File: src/rtl/serial_adder.sv
// rtl/serial_adder.sv - bit-serial WIDTH-bit adder around one full-adder cell (optional subtract via SERIAL_ADDER_SUB_EN)
module serial_adder #(
  parameter int WIDTH = 8
) (
  input  logic             clk,
  input  logic             rst,
  input  logic             start,
  input  logic [WIDTH-1:0] a,
  input  logic [WIDTH-1:0] b,
  input  logic             cin,
`ifdef SERIAL_ADDER_SUB_EN
  input  logic             sub,
`endif
  output logic             busy,
  output logic             done,
  output logic [WIDTH-1:0] sum,
  output logic             cout
);

  localparam int CW = (WIDTH > 2) ? $clog2(WIDTH) : 1;
  localparam logic [CW-1:0] LAST = CW'(WIDTH - 1);

  typedef enum logic [1:0] {IDLE, SHIFT, DONE} state_t;

  state_t           state, state_nx;
  logic             load;
  logic [WIDTH-1:0] a_sr, b_sr;
  logic             carry;
  logic [CW-1:0]    cnt;
  logic             fa_s, fa_c;
  logic [WIDTH-1:0] b_ld;
  logic             c_ld;

  // the single full-adder cell fed from the operand LSBs and the carry flop
  always_comb begin
    fa_s = a_sr[0] ^ b_sr[0] ^ carry;
    fa_c = (a_sr[0] & b_sr[0]) | (a_sr[0] & carry) | (b_sr[0] & carry);
  end

  // operand/carry values captured on the accepting edge
  always_comb begin
    b_ld = b;
    c_ld = cin;
`ifdef SERIAL_ADDER_SUB_EN
    if (sub) begin
      b_ld = ~b;
      c_ld = 1'b1;
    end
`endif
  end

  // state register
  always_ff @(posedge clk or posedge rst) begin
    if (rst) state <= IDLE;
    else     state <= state_nx;
  end

  // next-state, load strobe and status outputs
  always_comb begin
    state_nx = state;
    load     = 1'b0;
    busy     = 1'b0;
    done     = 1'b0;
    case (state)
      IDLE: begin
        if (start) begin
          load     = 1'b1;
          state_nx = SHIFT;
        end
      end
      SHIFT: begin
        busy = 1'b1;
        if (cnt == LAST) state_nx = DONE;
      end
      DONE: begin
        done = 1'b1;
        if (start) begin
          load     = 1'b1;
          state_nx = SHIFT;
        end else begin
          state_nx = IDLE;
        end
      end
      default: state_nx = IDLE;
    endcase
  end

  // datapath: load operands, then shift one bit per clock through the cell
  always_ff @(posedge clk or posedge rst) begin
    if (rst) begin
      a_sr  <= '0;
      b_sr  <= '0;
      carry <= 1'b0;
      cnt   <= '0;
      sum   <= '0;
      cout  <= 1'b0;
    end else if (load) begin
      a_sr  <= a;
      b_sr  <= b_ld;
      carry <= c_ld;
      cnt   <= '0;
      cout  <= 1'b0;
    end else if (state == SHIFT) begin
      sum   <= {fa_s, sum[WIDTH-1:1]};
      a_sr  <= a_sr >> 1;
      b_sr  <= b_sr >> 1;
      carry <= fa_c;
      cnt   <= cnt + CW'(1);
      if (cnt == LAST) cout <= fa_c;
    end
  end

endmodule

File: config.mk
export PLATFORM = sky130hd
export DESIGN_NAME = serial_adder
export DESIGN_NICKNAME = d
export VERILOG_FILES = /design/src/rtl/serial_adder.sv
export SDC_FILE = /design/constraint.sdc
export NUM_CORES = 1
export LEC_CHECK = 0
export CAP_MARGIN = 5
export CORE_MARGIN = 4
export CORE_UTILIZATION = 40
export DETAILED_ROUTE_END_ITERATION = 6
export GPL_TIMING_DRIVEN = 1
export HOLD_SLACK_MARGIN = 0.12
export PLACE_DENSITY = 0.66
export SYNTH_ARGS = -nofsm -noshare
export SYNTH_HDL_FRONTEND = slang
export SYNTH_SLANG_ARGS = --single-unit
File: constraint.sdc
create_clock -name clk -period 2.7 [get_ports clk]
set_input_delay 0.54 -clock clk [delete_from_list [all_inputs] [get_ports clk]]
set_output_delay 0.54 -clock clk [all_outputs]
set_load 0.1 [all_outputs]
==> impl_results.md <==
- Status: completed
- Flops & latches, synth: 31
- Place WS: between 700 and 800 ps
- Global-route wire length before repair: about 4600 µm
- Comb power frac: 52.3%
- Leading cell type in the layout, fill and taps excluded: dfrtp_1
- Synth Area in Compound Gates: 18.0%
- Worst R2R Start: state[1]
- Maximum VDD drop: 482 µV
- Xor-xnor portion of the synthesized cell area: 0%
- Port Buffers: 30
- Sw frac: 48.6%
- Worst Setup SP: state[0]
- P&R area growth vs syn: 26.9%
- P_sw: 1.25 mW
- ANT cells: 0
- Core ar.: between 0.003 and 0.004 mm²
- Clock sink count: 31
- Cell count after synthesis: about 140
- Die Ht: 67.6 µm
- Count of final max-slew check failures: 0
- PnR worst setup slack: ~400 ps
- Register Area: 776 µm²
- Simple-gate portion of the synthesized area: 11.9%
- Syn Nets: 160
- Leading area contributor after synthesis: dfrtp_1
- CP required: 2160 ps
- Top post-synthesis cells by area: dfrtp_1 55%, nand2_1 6.3%, a21oi_2 6.2%, o22ai_1 5.7%, inv_1 4.2%
- Min cycle time layout: between 2000 and 2500 ps
- Remaining DRCs: 0
- CTS buffer count: 5
- Vias in the first global route: between 1,000 and 1,500
- Die X: ~68 µm
- Register area share after synthesis: 54.6%
- Cell area power density: approximately 1400 mW/mm²
- Top cell type's share of synthesized area: between 50 and 60%
- Synth Area per Inst: 10.4 µm²
- Iteration-0 DRC count of the detailed router: 36
- Mapped Area: 0.00142 mm²
- Max-Cap Viols: 0
- Pleak: 0.850 nW
- Multi-input gate area: 522 µm²
- Critical Path AT: 1760 ps
- Cell variety after synth: 23
- Largest family of logic cells by synthesized area: compound AO/OA/AOI/OAI gates
- Total track usage: 14.3%
- Post-CTS sizing: 0
- Total negative slack: 0 ps
- Root Buffer: clkbuf_4
- Die area: 0.00457 mm²
- Most used cells in the layout excluding fill and tap cells: 31 x dfrtp_1, 24 x nand2_1, 19 x clkdlybuf4s50_1
- Hold Startpoint: sum[0]
- Via Count: 1,022
- Per-cell routed wire length: 12.8 µm
- Routed Antenna Nets: 0
- Final WL: 2730 µm
- Rows: 21
- Vias per inst: 4.78
- H-tree depth: 2
- CP Max Fanout: 27
- Ys Warns: 0
- Hold Path Class: reg2reg
- CP Launch Type: register
- Mux cell area share after synthesis: 3.70%
- Synth Area in Adders: under 10%
- # setup viols final: 0
- Global route total overflow: 0
- Hold-fix buffers at CTS: 0
- Filler cell count: 303
- Worst Clk Skew: 2.63 ps
- CP Class: reg2out
- Initial DRT Pass Iterations: 5
- Seq pwr share: between 30% and 40%
- RD Place Congestion: 0.786
- Antenna violations before repair: 0
- Setup Fix Bufs, Post-CTS: 0
- Hpwl dp: 1870 µm
- Fin. Hold Viols: 0
- P_int: 1.32 mW
- IO Pins: 31
- Clock-pin slew on the worst setup and hold paths: 100 ps
- Setup crit end kind: primary output
- Nets@finish: 190
- Share of cells above drive strength 1: around a fifth
- RSZ-0062 raised after global routing: false
- Worst relative slew slack: between 70% and 80%
- Clock power frac: 15.0%
- Fmax: between 400 and 500 MHz
- Hold slack final: 486 ps
- Pin count of the biggest net entering global routing: 32
- Worst-margin pin slew: 387 ps
- Starting density of the core: around two fifths
- Skew-Pair Late Insertion Delay: 340 ps
- Period utilisation layout: a little under nine tenths
- Worst-case clock buffer depth: 2
- CTS tree: done
-- final cells by class --
class | count | area share, %
clock buffer | 6 | 2.85
timing repair buffer | 32 | 16.7
tap | 46 | 3.19
inverter | 16 | 3.33
sequential | 31 | 43.1
clock inverter | 2 | 1.94
multi-input combinational | 81 | 29.0
-- metrics by stage --
| stage | total power [mW] | instances | utilization (%) | cell area, µm² |
|---|---|---|---|---|
| after floorplan | 1.96 | 137 | - | 1420 |
| after CTS | 2.61 | 214 | 53.2 | 1800 |
| after global routing | 2.77 | 214 | 53.2 | 1800 |
| final | 2.58 | 214 | 53.2 | 1800 |
| after detailed placement | 2.21 | 206 | 50.6 | 1720 |
| after global placement | 2.18 | 206 | 50.6 | 1720 |
-- power by group through the flow --
stage | logic, mW | registers (mW) | clock network, mW
global route | 1.47 | 0.874 | 0.422
detailed placement | 1.36 | 0.853 | 0
global placement | 1.33 | 0.845 | 0
finish | 1.35 | 0.843 | 0.385
floorplan | 0.736 | 1.22 | 0
CTS | 1.36 | 0.845 | 0.399
-- worst max-delay path, stage by stage, from the launching register on --
cell	delay (ps)
dfrtp_1	580
nand2b_4	250
inv_1	360
buf_12	230
-- per-layer routing --
layer	GRT usage [%]	vias up	wire (µm)
li1	-	517	-
met1	17.4	469	1180
met2	20.9	28	1300
met3	5.16	8	175
met4	9.87	0	76
met5	0	-	0
-- sequential cells by signal (all words and copies together) (netlist names) --
signal	count
a_sr	8
b_sr	8
carry	1
cnt	3
cout	1
state	2
sum	8
-- cell usage after synthesis --
master,count
a21oi_1,5
a22o_1,3
nand2_1,24
clkbuf_1,1
fa_1,1
inv_1,16
nand3_1,3
nor2_1,1
nand2b_1,2
and2_1,1
o22ai_1,13
and2_4,1
buf_2,5
nand2b_4,1
ha_1,2
buf_6,3
mux2_2,2
a21oi_2,10
nor2b_1,3
o21ai_0,4
mux2i_1,3
a211oi_1,2
dfrtp_1,31
-- logic make-up after synthesis --
| kind of cell | after synthesis |
|---|---|
| AO/OA/AOI/OAI | 37 |
| adder cells (fa/ha/maj) | 3 |
| buffers and inverters | 25 |
| flip-flops | 31 |
| multiplexers | 5 |
| AND/OR/NAND/NOR | 36 |
-- worst paths after layout --
kind / cells past startpoint / slack [ps] / to
max: 3 / 400 / busy
min: 2 / 490 / sum[0]
max reg2reg: 3 / 1180 / cnt[2]
min reg2reg: 2 / 490 / sum[0]
max in group asynchronous: 3 / 1850 / b_sr[5]
min in group asynchronous: 3 / 560 / sum[0]
Power figures use the tool's default switching activity.
